[config.mk]
export PLATFORM = sky130hd
export DESIGN_NAME = spi_pwm_config_flat
export DESIGN_NICKNAME = d
export VERILOG_FILES = /design/src/rtl/pwm_cfg_pkg.sv /design/src/rtl/spi_pwm_config_if.sv /design/src/rtl/sync_edge.sv /design/src/rtl/spi_pwm_config.sv /design/src/flat_wrapper.sv
export SDC_FILE = /design/constraint.sdc
export NUM_CORES = 1
export LEC_CHECK = 0
export BUFFER_PORTS_ARGS = -buffer_cell sky130_fd_sc_hd__buf_2
export CORE_ASPECT_RATIO = 2
export CORE_MARGIN = 1
export CORE_UTILIZATION = 55
export CTS_BUF_LIST = sky130_fd_sc_hd__clkbuf_4 sky130_fd_sc_hd__clkbuf_8 sky130_fd_sc_hd__clkbuf_16
export DETAILED_ROUTE_END_ITERATION = 10
export PLACE_DENSITY = 0.83
export SYNTH_ARGS = -nofsm -noshare
export SYNTH_HDL_FRONTEND = slang
export SYNTH_HIERARCHICAL = 1
export SYNTH_SLANG_ARGS = --single-unit
[constraint.sdc]
create_clock -name clk -period 2.3 [get_ports clk]
set_input_delay 0.345 -clock clk [delete_from_list [all_inputs] [get_ports clk]]
set_output_delay 0.345 -clock clk [all_outputs]
set_load 0.005 [all_outputs]
[src/rtl/pwm_cfg_pkg.sv]
// rtl/pwm_cfg_pkg.sv - shared constants and FSM state type for the PWM config slave
package pwm_cfg_pkg;

  localparam logic [6:0] ADDR_EN_OUT_LO = 7'h00;
  localparam logic [6:0] ADDR_EN_OUT_HI = 7'h01;
  localparam logic [6:0] ADDR_EN_PWM_LO = 7'h02;
  localparam logic [6:0] ADDR_EN_PWM_HI = 7'h03;
  localparam logic [6:0] ADDR_DUTY      = 7'h04;

  localparam int FRAME_BITS = 16;

  typedef enum logic [1:0] {
    ST_IDLE,
    ST_SHIFT,
    ST_COMMIT
  } state_t;

endpackage

[src/rtl/spi_pwm_config_if.sv]
// rtl/spi_pwm_config_if.sv - SPI pin bundle between pad ring and config slave
interface spi_pwm_config_if;
  logic sclk;
  logic copi;
  logic ncs;

  modport master (output sclk, output copi, output ncs);
  modport slave  (input  sclk, input  copi, input  ncs);
endinterface

[src/rtl/sync_edge.sv]
// rtl/sync_edge.sv - multi-flop synchronizer with rise/fall detection on the synced level
module sync_edge #(
  parameter int   STAGES    = 2,
  parameter logic RESET_VAL = 1'b0
) (
  input  logic clk,
  input  logic rst_n,
  input  logic i_d,
  output logic o_q,
  output logic o_rise,
  output logic o_fall
);

  logic [STAGES-1:0] r_sync;
  logic              r_dly;

  always_ff @(posedge clk or negedge rst_n) begin
    if (!rst_n) begin
      r_sync <= {STAGES{RESET_VAL}};
      r_dly  <= RESET_VAL;
    end else begin
      r_sync <= {r_sync[STAGES-2:0], i_d};
      r_dly  <= r_sync[STAGES-1];
    end
  end

  assign o_q    = r_sync[STAGES-1];
  assign o_rise = r_sync[STAGES-1] & ~r_dly;
  assign o_fall = ~r_sync[STAGES-1] & r_dly;

endmodule

[src/rtl/spi_pwm_config.sv]
// rtl/spi_pwm_config.sv - SPI mode-0 write-only slave owning the five PWM control registers
module spi_pwm_config
  import pwm_cfg_pkg::*;
#(
  parameter int         SYNC_STAGES = 2,
  parameter logic [6:0] MAX_ADDR    = 7'h04
) (
  input  logic                clk,
  input  logic                rst_n,
  spi_pwm_config_if.slave     spi,
  output logic [7:0]          en_reg_out_7_0,
  output logic [7:0]          en_reg_out_15_8,
  output logic [7:0]          en_reg_pwm_7_0,
  output logic [7:0]          en_reg_pwm_15_8,
  output logic [7:0]          pwm_duty_cycle,
  output logic                wr_pulse
);

  localparam logic [4:0] CNT_FULL = 5'(FRAME_BITS);

  logic w_sclk_q, w_sclk_rise, w_sclk_fall;
  logic w_copi_q, w_copi_rise, w_copi_fall;
  logic w_ncs_q,  w_ncs_rise,  w_ncs_fall;

  sync_edge #(.STAGES(SYNC_STAGES), .RESET_VAL(1'b0)) u_sync_sclk (
    .clk(clk), .rst_n(rst_n), .i_d(spi.sclk),
    .o_q(w_sclk_q), .o_rise(w_sclk_rise), .o_fall(w_sclk_fall)
  );

  sync_edge #(.STAGES(SYNC_STAGES), .RESET_VAL(1'b0)) u_sync_copi (
    .clk(clk), .rst_n(rst_n), .i_d(spi.copi),
    .o_q(w_copi_q), .o_rise(w_copi_rise), .o_fall(w_copi_fall)
  );

  // chip select idles high, so its chain resets to 1 to avoid a false falling edge
  sync_edge #(.STAGES(SYNC_STAGES), .RESET_VAL(1'b1)) u_sync_ncs (
    .clk(clk), .rst_n(rst_n), .i_d(spi.ncs),
    .o_q(w_ncs_q), .o_rise(w_ncs_rise), .o_fall(w_ncs_fall)
  );

  logic w_unused;
  assign w_unused = ^{w_sclk_q, w_sclk_fall, w_copi_rise, w_copi_fall, w_ncs_q};

  state_t      r_state;
  logic [15:0] r_shift;
  logic [4:0]  r_cnt;
  logic [7:0]  r_en_out_lo, r_en_out_hi, r_en_pwm_lo, r_en_pwm_hi, r_duty;
  logic        r_wr_pulse;

  logic [6:0]  w_addr;
  logic        w_frame_ok;

  assign w_addr     = r_shift[14:8];
  assign w_frame_ok = (r_cnt == CNT_FULL) && r_shift[15] && (w_addr <= MAX_ADDR);

  always_ff @(posedge clk or negedge rst_n) begin
    if (!rst_n) begin
      r_state     <= ST_IDLE;
      r_shift     <= '0;
      r_cnt       <= '0;
      r_en_out_lo <= '0;
      r_en_out_hi <= '0;
      r_en_pwm_lo <= '0;
      r_en_pwm_hi <= '0;
      r_duty      <= '0;
      r_wr_pulse  <= 1'b0;
    end else begin
      r_wr_pulse <= 1'b0;
      case (r_state)
        ST_IDLE: begin
          if (w_ncs_fall) begin
            r_shift <= '0;
            r_cnt   <= '0;
            r_state <= ST_SHIFT;
          end
        end
        ST_SHIFT: begin
          // chip-select release takes priority over a coincident sclk edge
          if (w_ncs_rise) begin
            r_state <= ST_COMMIT;
          end else if (w_sclk_rise && (r_cnt != CNT_FULL)) begin
            r_shift <= {r_shift[14:0], w_copi_q};
            r_cnt   <= r_cnt + 5'd1;
          end
        end
        ST_COMMIT: begin
          if (w_frame_ok) begin
            r_wr_pulse <= 1'b1;
            case (w_addr)
              ADDR_EN_OUT_LO: r_en_out_lo <= r_shift[7:0];
              ADDR_EN_OUT_HI: r_en_out_hi <= r_shift[7:0];
              ADDR_EN_PWM_LO: r_en_pwm_lo <= r_shift[7:0];
              ADDR_EN_PWM_HI: r_en_pwm_hi <= r_shift[7:0];
              ADDR_DUTY:      r_duty      <= r_shift[7:0];
              default: ;
            endcase
          end
          // a new frame starting during commit would otherwise lose its edge pulse
          if (w_ncs_fall) begin
            r_shift <= '0;
            r_cnt   <= '0;
            r_state <= ST_SHIFT;
          end else begin
            r_state <= ST_IDLE;
          end
        end
        default: r_state <= ST_IDLE;
      endcase
    end
  end

  assign en_reg_out_7_0  = r_en_out_lo;
  assign en_reg_out_15_8 = r_en_out_hi;
  assign en_reg_pwm_7_0  = r_en_pwm_lo;
  assign en_reg_pwm_15_8 = r_en_pwm_hi;
  assign pwm_duty_cycle  = r_duty;
  assign wr_pulse        = r_wr_pulse;

endmodule

[src/flat_wrapper.sv]
// flat-port wrapper written by rule: the top's interface ports become plain ports
module spi_pwm_config_flat import pwm_cfg_pkg::*;
#(
  parameter int         SYNC_STAGES = 2,
  parameter logic [6:0] MAX_ADDR    = 7'h04
)
  (clk, rst_n, en_reg_out_7_0, en_reg_out_15_8, en_reg_pwm_7_0, en_reg_pwm_15_8, pwm_duty_cycle, wr_pulse, spi_sclk, spi_copi, spi_ncs);
  spi_pwm_config_if spi_i ();
  input  logic clk;
  input  logic rst_n;
  output logic [7:0] en_reg_out_7_0;
  output logic [7:0] en_reg_out_15_8;
  output logic [7:0] en_reg_pwm_7_0;
  output logic [7:0] en_reg_pwm_15_8;
  output logic [7:0] pwm_duty_cycle;
  output logic wr_pulse;
  input wire logic [$bits(spi_i.sclk)-1:0] spi_sclk;
  input wire logic [$bits(spi_i.copi)-1:0] spi_copi;
  input wire logic [$bits(spi_i.ncs)-1:0] spi_ncs;
  assign spi_i.sclk = spi_sclk;
  assign spi_i.copi = spi_copi;
  assign spi_i.ncs = spi_ncs;
  spi_pwm_config #(.SYNC_STAGES(SYNC_STAGES), .MAX_ADDR(MAX_ADDR)) u_core (.clk(clk), .rst_n(rst_n), .spi(spi_i), .en_reg_out_7_0(en_reg_out_7_0), .en_reg_out_15_8(en_reg_out_15_8), .en_reg_pwm_7_0(en_reg_pwm_7_0), .en_reg_pwm_15_8(en_reg_pwm_15_8), .pwm_duty_cycle(pwm_duty_cycle), .wr_pulse(wr_pulse));
endmodule
Yosys cells after proc, flatten, opt, wreduce, memory -nomap -nowiden
Index checks and enable logic that the tools add are counted.
{ "word_totals": {"input_bits": 5, "wordCells": 63, "regBits": 72} }
{ "classes": {"mux": 14, "addsub": 1, "bitwise_logic": 6, "eq_ne": 13, "n_reduce_logical": 14, "order_cmp": 1} }
{ "op_table": {"columns": ["op", "count"], "rows": [
  ["16-bit two-way mux", 3],
  ["16-bit one-hot mux with 2 select lines", 1],
  ["5-bit two-way mux", 3],
  ["3-bit AND reduction", 5],
  ["7-bit by 2-bit equality test with 1-bit output (second input constant)", 2],
  ["5-bit one-hot mux with 2 select lines", 1],
  ["7-bit by 1-bit equality test with 1-bit output (second input constant)", 1],
  ["7-bit by 3-bit equality test with 1-bit output (second input constant)", 1],
  ["7-bit by 3-bit less-or-equal comparator with 1-bit output (second input constant)", 1],
  ["7-bit zero test", 1],
  ["2-bit inequality test (second input constant)", 3],
  ["2-bit one-hot mux with 3 select lines", 1],
  ["5-bit by 1-bit adder with 5-bit output (second input constant)", 1],
  ["5-bit equality test (second input constant)", 1],
  ["5-bit inequality test (second input constant)", 1],
  ["2-bit two-way mux", 2],
  ["2-bit by 1-bit inequality test with 1-bit output (second input constant)", 2],
  ["4-bit AND reduction", 1],
  ["1-bit bitwise AND", 3],
  ["1-bit logical AND", 3],
  ["1-bit two-way mux", 3],
  ["1-bit NOT", 3],
  ["2-bit by 1-bit equality test with 1-bit output (second input constant)", 1],
  ["2-bit equality test (second input constant)", 1],
  ["4 further kinds", 4]
]} }

Logic depth before layout (Yosys ltp)
Gate-level depths: netlist (run 1).
{ "depth": {"ltp_word": 6, "depth_mapped": 7, "ltp_nobuf": 5} }

By module
Netlist (run 1), hierarchy kept.
{ "by_module_without_submodules": {"columns": ["module", "seq_area_each_um2", "cells_each", "n_inst", "area_each_um2"], "rows": [
  ["spi_pwm_config", 1601.5, 198, 1, 2693.8],
  ["sync_edge (u_core.u_sync_copi ...)", 75.1, 5, 2, 90.1],
  ["sync_edge (u_core.u_sync_ncs)", 78.8, 5, 1, 93.8]
]} }

Least setup slack after synthesis (run 1)
OpenSTA, ideal clock, no wires.
{ "synth_path": {"path_kind": "reg2reg", "startpoint": "reg u_core.r_cnt[0]", "endpoint": "reg u_core.r_cnt[0]", "arrival_ns": 1.581, "path_slack_ns": 0.640, "t_required_ns": 2.221, "synth_period_minus_slack_ns": 1.660, "stages_incl_launch_ff": 8, "path_cell_list": "dfrtp_1 -> inv_1 -> ha_1 -> nor4bb_1 -> buf_2 -> nor2_4 -> buf_4 -> mux2i_1"} }
{ "synth_between": {"elab_chain_cells": 4, "elab_cells_between_ends": 8, "cone_classes": "1 x add/sub; 2 x eq/ne; 3 x mux; 2 x reduce/logical"} }
{ "synth_rtl": {"columns": ["element", "line", "text"], "rows": [
  ["start: declaration", "spi_pwm_config.sv:46", "logic [4:0] r_cnt;"],
  ["start signal: assignment", "spi_pwm_config.sv:83", "r_cnt <= r_cnt + 5'd1;"],
  ["5-bit by 1-bit adder with 5-bit output / 5-bit inequality test (equally long branches)", "spi_pwm_config.sv:83, spi_pwm_config.sv:81", null],
  ["5-bit two-way mux / 1-bit logical AND (equally long branches)", "spi_pwm_config.sv:81", "end else if (w_sclk_rise && (r_cnt != CNT_FULL)) begin"],
  ["5-bit two-way mux / 2-bit by 1-bit inequality test with 1-bit output (equally long branches)", null, null],
  ["5-bit one-hot mux with 2 select lines / 4-bit AND reduction (equally long branches)", null, null]
]} }
Parallel ways exist; a longest one is shown, timed or not. The select of a mux whose other input is x is not followed.
A chain may end at the register's enable or synchronous reset.

Final worst setup path (run 1)
{ "layout_path": {"startpoint": "reg u_core.r_cnt[0]", "endpoint": "reg u_core.r_en_out_hi[1], in the netlist u_core/en_reg_out_15_8[1]"} }
{ "layout_between": {"elab_chain_cells": 4} }
{ "layout_rtl": {"columns": ["element", "line", "text"], "rows": [
  ["5-bit equality test", "spi_pwm_config.sv:54", "assign w_frame_ok = (r_cnt == CNT_FULL) && r_shift[15] && (w_addr <= MAX_ADDR);"],
  ["1-bit logical AND (2 in a row)", "spi_pwm_config.sv:54", null],
  ["3-bit AND reduction (no source line)", null, null],
  ["end signal: assignment", "spi_pwm_config.sv:91", "ADDR_EN_OUT_HI: r_en_out_hi <= r_shift[7:0];"],
  ["end: declaration", "spi_pwm_config.sv:47", "logic [7:0] r_en_out_lo, r_en_out_hi, r_en_pwm_lo, r_en_pwm_hi, r_duty;"]
]} }
No other way between the ends.

==> summary.txt, run 1 <==
Outcome
  • Outcome: finished, final reports clean

Pwr
  • Power share of the clock group: 36.6%
  • Total power: 2330 µW
  • Sw Share: 22.8%
  • Sw power: 532 µW
  • Comb power frac: 5.7%
  • Flop pwr share: 57.6%
  • Leakage power: 0.00179 µW
  • Cell-internal power: 1800 µW
  • Cell Pwr Density: 683 nW/µm²
  • Worst VDD drop: 548 µV

Timing
  • Final Hold Vio Count: 0
  • Setup_tns: 0 ps
  • Worst-Margin Slew: 559 ps
  • RSZ-0062 raised after global routing: false
  • Relative slew margins: 62.5%
  • Final period utilization: 90.0%
  • Max-slew violation count: 0
  • Final min period: 2070 ps
  • Finish-stage setup viols: 0
  • Max frequency: 0.483 GHz
  • Final Skew: 10.6 ps
  • Final setup margin: 230 ps
  • Final hold slack: 109 ps

Clocking
  • Worst-skew pair later-pin latency: 340 ps
  • Clock sinks: 72
  • Cts repair resizes: 0
  • Clock Root Buffer: clkbuf_8
  • CTS buffer count: 9
  • CTS tree: yes
  • CTS H-Tree Depth: 3
  • Clk buf depth: 2
  • Clock transition at path regs: 70 ps

Floorplan
  • Ports: 46
  • Die area: 5620 µm²
  • Die Span Y: 105 µm
  • Rows: 37
  • Initial core utilization: 56.8%
  • CORE AREA: 5140 µm²
  • Die Wd: 53.5 µm

Route
  • Drt total wl: 5620 µm
  • Antenna viol nets, final: 0
  • Average wire per standard cell: 17.2 µm
  • DR pass1 iterations: 4
  • Vias: 1788
  • Post-route DRC: 0
  • DR vias/cell: 5.47
  • Iter 0 DRT Violations: 23

Global route
  • Largest net degree at the start of global routing: 53
  • Initial antenna violation count: 0
  • First-pass GRT wire length: 9430 µm
  • GR Overflow Total: 0
  • GRT Util Overall: 24.3%
  • Vias in the first global route: 1925

Placed design
  • PortBufs: 45
  • Post-DP HPWL: 3900 µm
  • Placed cells: 311
  • Placer Congestion: 0.729
  • Setup WS pre-CTS: 294 ps

Finish
  • ANT cells: 0
  • Layout Nets: 272
  • Final non-filler cell total: 327
  • Share of layout cells above drive strength 1: 43.5%
  • Area Growth Syn to Fin: 16.9%
  • Fillers: 382
  • Commonest non-fill, non-tap cell in the layout: dfrtp_1
  • Most frequent cells in the layout: dfrtp_1, buf_2, mux2_2

Setup path
  • Critical Path RT: 2520 ps
  • CP arrival: 2290 ps
  • Crit Path Class: flop to flop
  • Critical Path Start Type: flop
  • CP Capture Type: flop
  • Worst-path fanout max: 8

Flow run
  • Max_cap viols: 0

Worst hold path
  • Hold Crit Class: primary input to flop

Yosys
  • Synth Area per Inst: 14.0 µm²
  • Post-Synthesis Cells: 209
  • Synth warnings: 6
  • Syn_nets: 216
  • Cell Area, Synth: 2920 µm²
## power by group through the flow
stage               sequential [µW]  clock (µW)  combinational [µW]
finish                         1340         854                 134
global route                   1350         920                 155
CTS                            1340         889                 137
detailed placement             1370           0                 135
global placement               1360           0                 127
floorplan                      1350           0                82.1
## layout make-up
class                           instances  area (µm²)  share of cell area (%)
Clock buffer                           14         161                    4.73
Clock inverter                          1        5.00                   0.147
Inverter                               21        78.8                    2.31
Multi-Input combinational cell        111        1010                    29.6
Sequential cell                        72        1810                    52.9
Tap cell                               58        72.6                    2.13
Timing Repair Buffer                   50         278                    8.14
## critical path, stage by stage, from the launching register on
cell and delay, ps:
dfrtp_1 430, inv_1 80, ha_1 130, nor4bb_1 270
buf_4 250, nand4_2 350, mux2_2 420
## through the flow
stage / utilization [%] / instance area, µm²
2_1_floorplan: - / 2920
3_3_place_gp: 63.0 / 3240
3_5_place_dp: 63.0 / 3240
4_1_cts: 66.4 / 3410
5_1_grt: 66.4 / 3410
6_report: 66.4 / 3410
## sequential cells by signal, indices dropped and copies added, names as in the netlist, 5 cells and up
signal                  count
u_core/r_shift             16
u_core/en_reg_out_15_8      8
u_core/en_reg_out_7_0       8
u_core/en_reg_pwm_15_8      8
u_core/en_reg_pwm_7_0       8
u_core/pwm_duty_cycle       8
u_core/r_cnt                5
## routing by layer
layer  track usage (%)  vias to the layer above  part of all wire [%]
met1              28.2                      922                    39
met4              15.0                        0                   2.2
li1                  -                      825                     -
met2              38.8                       32                    57
met5                 0                        -                     0
met3              5.39                        9                   2.4
## path summary, 6_finish.rpt
path	from	end	slack, ps	depth (start not counted)
min in group asynchronous	rst_n	u_core/r_state[0]	490	2
hold reg to reg	u_core/u_sync_sclk/r_sync[0]	u_core/u_sync_sclk/r_sync[1]	350	0
setup reg to reg	u_core/r_cnt[0]	u_core/en_reg_out_15_8[1]	230	6
setup / recovery	u_core/r_cnt[0]	u_core/en_reg_out_15_8[1]	230	6
max in group asynchronous	rst_n	u_core/en_reg_out_15_8[2]	1170	3
hold / removal	spi_ncs	u_core/u_sync_ncs/r_sync[0]	110	1
## timing repair
action	in CTS	in global routing
hold buffers	1	0
endpoints found under the hold margin	17	0
buffers inserted	0	0
(Power assumes the default switching activity.)
==> inputs of run 2 (changes only) <==
Clock period 2.3 ns to 2 ns, I/O delays scaled along.
==> run 2 against run 1 <==
Sequential share of layout area shrank 1.6 points. Combinational power grew 20%. Worst setup slack lost 93 ps. Largest power group unchanged. Clock power grew 37%.
==> summary.txt, run 2 (synthesized netlist as in run 1, its figures left out) <==
Setup path
  • FF-to-FF path depth: 6 (unchanged)
  • Worst Path Buf+Inv: 2 (unchanged)
  • Crit path depth: 6 (unchanged)
  • RR Startpoint: u_core/r_cnt[0] (unchanged)
  • R2r endpoint: u_core/en_reg_out_15_8[7] (was u_core/en_reg_out_15_8[1])
  • Crit-path cells: inv_1, ha_1, nor4bb_1, buf_4, nand4_2, mux2_2 (unchanged)
  • CP arrival: 2100 ps (was 2290 ps)
  • Critical Path Start Type: flop (unchanged)
  • Crit Path Class: flop to flop (unchanged)
  • Max stage delay cell, worst path: dfrtp_1 (unchanged)
  • Flop2flop setup slack: 140 ps (was 230 ps)
  • Critical Path Start: u_core/r_cnt[0] (unchanged)
  • Worst-path fanout max: 8 (unchanged)
  • End of the critical path: u_core/en_reg_out_15_8[7] (was u_core/en_reg_out_15_8[1])
  • Largest stage delay, worst path: 430 ps (about the same)
  • Critical Path RT: 2240 ps (was 2520 ps)
  • CP Capture Type: flop (unchanged)
  • Cell family with most CP delay: simple AND/OR/NAND/NOR gates (unchanged)

Clocking
  • CTS H-Tree Depth: 3 (unchanged)
  • Clock sinks: 72 (unchanged)
  • Worst-skew pair later-pin latency: 350 ps (was 340 ps)
  • Clock Root Buffer: clkbuf_8 (unchanged)
  • Clock transition at path regs: 70 ps (about the same)
  • CTS buffer count: 9 (unchanged)
  • CTS tree: yes (unchanged)
  • Setup Buffers After CTS: 0 (unchanged)
  • Clk buf depth: 2 (unchanged)

Route
  • Vias: 1801 (was 1788)
  • Post-route DRC: 0 (unchanged)
  • Drt total wl: 5760 µm (was 5620 µm)
  • Antenna viol nets, final: 0 (unchanged)
  • DR pass1 iterations: 4 (unchanged)
  • Iter 0 DRT Violations: 50 (was 23)
  • Average wire per standard cell: 17.2 µm (about the same)
  • DR vias/cell: 5.39 (was 5.47)

Timing
  • Final setup margin: 136 ps (was 230 ps)
  • Final Hold Vio Count: 0 (unchanged)
  • Max frequency: 0.537 GHz (was 0.483 GHz)
  • Finish-stage setup viols: 0 (unchanged)
  • Worst-Margin Slew: 559 ps (about the same)
  • RSZ-0062 raised after global routing: false (unchanged)
  • Final min period: 1860 ps (was 2070 ps)
  • Relative slew margins: 62.6% (was 62.5%)
  • Final Skew: 5.68 ps (was 10.6 ps)
  • Setup_tns: 0 ps (unchanged)
  • Max-slew violation count: 0 (unchanged)
  • Final period utilization: 93.2% (was 90.0%)
  • Final hold slack: 41.4 ps (was 109 ps)

Worst hold path
  • Hold Path Stages: 1 (unchanged)
  • Hold Crit Class: primary input to flop (unchanged)

Floorplan
  • Die area: 5620 µm² (unchanged)
  • Die Span Y: 105 µm (unchanged)
  • Ports: 46 (unchanged)
  • Die Wd: 53.5 µm (unchanged)
  • Initial core utilization: 56.8% (unchanged)
  • Rows: 37 (unchanged)
  • CORE AREA: 5140 µm² (unchanged)

Placed design
  • Placer Congestion: 0.712 (was 0.729)
  • Setup WS pre-CTS: 88.2 ps (was 294 ps)
  • Post-DP HPWL: 3870 µm (was 3900 µm)
  • PortBufs: 45 (unchanged)

Finish
  • Reg with most FFs: u_core/r_shift (unchanged)
  • Most frequent cells in the layout: dfrtp_1, buf_2, mux2_2 (unchanged)
  • Largest register FFs: 16 (unchanged)
  • ANT cells: 0 (unchanged)
  • Commonest non-fill, non-tap cell in the layout: dfrtp_1 (unchanged)
  • Layout Nets: 278 (was 272)
  • Share of layout cells above drive strength 1: 44.9% (was 43.5%)
  • Core Util, Final: 68.5% (was 66.4%)
  • Area Growth Syn to Fin: 20.5% (was 16.9%)

Global route
  • GRT Util Overall: 24.5% (was 24.3%)
  • GR Overflow Total: 0 (unchanged)
  • Initial antenna violation count: 0 (unchanged)
  • Vias in the first global route: 1911 (was 1925)
  • Largest net degree at the start of global routing: 73 (was 53)
  • First-pass GRT wire length: 9460 µm (was 9430 µm)

Pwr
  • Leakage power: 0.00184 µW (was 0.00179 µW)
  • Worst VDD drop: 905 µV (was 548 µV)
  • Cell Pwr Density: 815 nW/µm² (was 683 nW/µm²)
  • Total power: 2870 µW (was 2330 µW)

Outcome
  • Outcome: finished, final reports clean (unchanged)

Flow run
  • Max_cap viols: 0 (unchanged)
## run 2: cell count changes in the layout (fill, tap and decap cells not counted)
cell        change
clkinvlp_4      +2
clkbuf_8        +2
buf_12          +1
clkbuf_4        -5
buf_4           +5
clkinv_2        +1
bufinv_16       +1
nand4_2         -1
nand4_4         +1
## run 2: worst min path at each step
stage	endpoint	startpoint	slack [ps]
finish	u_core/u_sync_ncs/r_sync[0]	spi_ncs	40
detailed placement	u_core/u_sync_copi/r_sync[1]	u_core/u_sync_copi/r_sync[0]	340
CTS	u_core/u_sync_ncs/r_sync[0]	spi_ncs	20
global route	u_core/u_sync_ncs/r_sync[0]	spi_ncs	30
floorplan	u_core/en_reg_out_15_8[0]	rst_n	4
global placement	u_core/u_sync_copi/r_sync[1]	u_core/u_sync_copi/r_sync[0]	340
## run 2: per-stage QoR
stage               instances  instance area [µm²]
global placement          317                 3290
detailed placement        317                 3290
global route              334                 3520
finish                    334                 3520
floorplan                 209                 2920
CTS                       334                 3510
## run 2: power by group
| part | switching, µW | internal [µW] | total, µW |
|---|---|---|---|
| Clock | 527 | 639 | 1170 |
| Sequential | 45.2 | 1500 | 1540 |
| Combinational | 97.8 | 63.0 | 161 |
## run 2: per-layer routing
metal | up-vias | track usage, % | part of all wire [%]
li1 | 833 | - | -
met1 | 920 | 28.6 | 38
met2 | 36 | 38.4 | 55
met3 | 12 | 5.82 | 3.4
met4 | 0 | 15.6 | 3.1
met5 | - | 0 | 0
## run 2: repair_timing
item                                    in CTS  in global routing
resized for setup                            0                  1
hold endpoints to repair                    69                  0
hold buffers                                 1                  0
endpoints found under the setup margin       0                  8
## run 2: final cells by class
cell class	instances	area [µm²]
clock buffer	11	151
tap	58	72.6
fill	360	1620
timing repair buffer	56	335
sequential	72	1810
clock inverter	5	55.1
multi-input combinational	111	1020
inverter	21	78.8
==> inputs of run 3 (changes only) <==
Settings changed: CTS_BUF_LIST sky130_fd_sc_hd__clkbuf_4 sky130_fd_sc_hd__clkbuf_8 sky130_fd_sc_hd__clkbuf_16 to sky130_fd_sc_hd__clkbuf_16.
==> run 3 against run 2 <==
Die area unchanged. Via count up 2.0%. Critical path depth down 3. Critical endpoint is now u_core/en_reg_out_15_8[0].
==> summary.txt, run 3 (synthesized netlist as in run 1, its figures left out) <==
Setup path
  • Critical Path RT: 2220 ps (was 2240 ps)
  • Critical Path Start Type: flop (unchanged)
  • CP arrival: 2070 ps (was 2100 ps)
  • Worst-path fanout max: 8 (unchanged)
  • RR Startpoint: u_core/r_shift[12] (was u_core/r_cnt[0])
  • Critical Path Start: u_core/r_shift[12] (was u_core/r_cnt[0])
  • Flop2flop setup slack: 150 ps (was 140 ps)
  • FF-to-FF path depth: 3 (was 6)
  • R2r endpoint: u_core/en_reg_out_15_8[0] (was u_core/en_reg_out_15_8[7])
  • CP Capture Type: flop (unchanged)
  • Crit Path Class: flop to flop (unchanged)

Timing
  • Final hold slack: 58.8 ps (was 41.4 ps)
  • Final min period: 1850 ps (was 1860 ps)
  • Final Skew: 4.78 ps (was 5.68 ps)
  • Worst-Margin Slew: 592 ps (was 559 ps)
  • Max-slew violation count: 0 (unchanged)
  • Final period utilization: 92.5% (was 93.2%)
  • Final setup margin: 149 ps (was 136 ps)
  • Finish-stage setup viols: 0 (unchanged)
  • Final Hold Vio Count: 0 (unchanged)
  • Relative slew margins: 60.3% (was 62.6%)
  • Setup_tns: 0 ps (unchanged)
  • Max frequency: 0.540 GHz (was 0.537 GHz)
  • RSZ-0062 raised after global routing: false (unchanged)

Worst hold path
  • Hold Crit Class: primary input to flop (unchanged)
  • Hold EP: u_core/u_sync_ncs/r_sync[0] (unchanged)
  • Hold Path Stages: 1 (unchanged)
  • Worst Hold Launch: spi_ncs (unchanged)

Finish
  • Area Growth Syn to Fin: 23.8% (was 20.5%)
  • Final non-filler cell total: 335 (was 334)
  • Largest register FFs: 16 (unchanged)
  • ANT cells: 0 (unchanged)
  • Reg area: 1810 µm² (unchanged)
  • Share of layout cells above drive strength 1: 44.8% (was 44.9%)
  • Reg with most FFs: u_core/r_shift (unchanged)
  • Layout Nets: 279 (was 278)
  • Most frequent cells in the layout: dfrtp_1, buf_2, mux2_2 (unchanged)
  • Fillers: 336 (was 360)
  • Area of the multi-input gates: 1030 µm² (was 1020 µm²)
  • Commonest non-fill, non-tap cell in the layout: dfrtp_1 (unchanged)

Placed design
  • Placed cells: 317 (unchanged)
  • Setup WS pre-CTS: 88.2 ps (unchanged)
  • PortBufs: 45 (unchanged)
  • Placer Congestion: 0.712 (unchanged)
  • Post-DP HPWL: 3870 µm (unchanged)

Route
  • Average wire per standard cell: 17.7 µm (was 17.2 µm)
  • Drt total wl: 5930 µm (was 5760 µm)
  • Post-route DRC: 0 (unchanged)
  • Antenna viol nets, final: 0 (unchanged)
  • Vias: 1837 (was 1801)
  • DR pass1 iterations: 4 (unchanged)
  • DR vias/cell: 5.48 (was 5.39)
  • Iter 0 DRT Violations: 37 (was 50)

Outcome
  • Outcome: finished, final reports clean (unchanged)

Floorplan
  • CORE AREA: 5140 µm² (unchanged)
  • Ports: 46 (unchanged)
  • Die Wd: 53.5 µm (unchanged)
  • Die Span Y: 105 µm (unchanged)
  • Rows: 37 (unchanged)
  • Initial core utilization: 56.8% (unchanged)
  • Die area: 5620 µm² (unchanged)

Global route
  • GR Overflow Total: 0 (unchanged)
  • Vias in the first global route: 1895 (was 1911)
  • Initial antenna violation count: 0 (unchanged)
  • GRT Util Overall: 25.0% (was 24.5%)
  • First-pass GRT wire length: 9550 µm (was 9460 µm)
  • Largest net degree at the start of global routing: 73 (unchanged)

Flow run
  • Max_cap viols: 0 (unchanged)

Pwr
  • Worst VDD drop: 840 µV (was 905 µV)
  • Cell Pwr Density: 898 nW/µm² (was 815 nW/µm²)
  • Leakage power: 0.00188 µW (was 0.00184 µW)
  • Total power: 3240 µW (was 2870 µW)

Clocking
  • Clk buf depth: 2 (unchanged)
  • CTS buffer count: 9 (unchanged)
  • Clock Root Buffer: clkbuf_16 (was clkbuf_8)
  • CTS tree: yes (unchanged)
  • Clock transition at path regs: 50 ps (was 70 ps)
  • CTS H-Tree Depth: 3 (unchanged)
  • Clock sinks: 72 (unchanged)
  • Worst-skew pair later-pin latency: 340 ps (was 350 ps)
run 3: area by class of cell:
type	count	share of cell area, %
Clock buffer	9	6.23
Tap cell	58	2.01
Inverter	21	2.18
Timing Repair Buffer	57	9.49
Sequential cell	72	50.0
Multi-Input combinational cell	111	28.4
Clock inverter	7	1.73
run 3: critical path, cell delays in order, from the launching register on:
cell and delay (ps):
dfrtp_1 430, nor4b_4 540, nand4_2 380, mux2_2 380
run 3: metal layers:
metal / part of all wire, % / track usage, % / vias to the layer above
met5: 0 / 0 / -
met4: 3.2 / 15.0 / 0
met3: 3.0 / 8.01 / 12
met2: 55 / 38.3 / 39
met1: 39 / 29.4 / 945
li1: - / - / 841
run 3: how the worst max path moves through the flow:
stage | to | slack [ps] | cells after the start
floorplan | u_core/r_cnt[0] | 340 | 7
global placement | u_core/en_reg_pwm_7_0[2] | 130 | 6
detailed placement | u_core/en_reg_pwm_7_0[7] | 90 | 6
CTS | u_core/en_reg_pwm_7_0[0] | 30 | 6
global route | u_core/en_reg_out_15_8[0] | 60 | 3
finish | u_core/en_reg_out_15_8[0] | 150 | 3
run 3: power breakdown:
part	switching (µW)	internal [µW]	total, µW
clock network	585	950	1530
registers	45.8	1500	1540
logic	98.6	65.6	164
run 3: what timing repair did:
action | in CTS | in global routing
hold endpoints to repair | 24 | 0
setup endpoints to repair | 0 | 20
setup buffers | 0 | 1
gates resized for setup | 0 | 2
hold buffers | 1 | 0
run 3: stage by stage:
stage | area [µm²] | util [%]
finish | 3610 | 70.3
detailed placement | 3290 | 64.1
CTS | 3590 | 69.9
global route | 3610 | 70.3
floorplan | 2920 | -
global placement | 3290 | 64.1
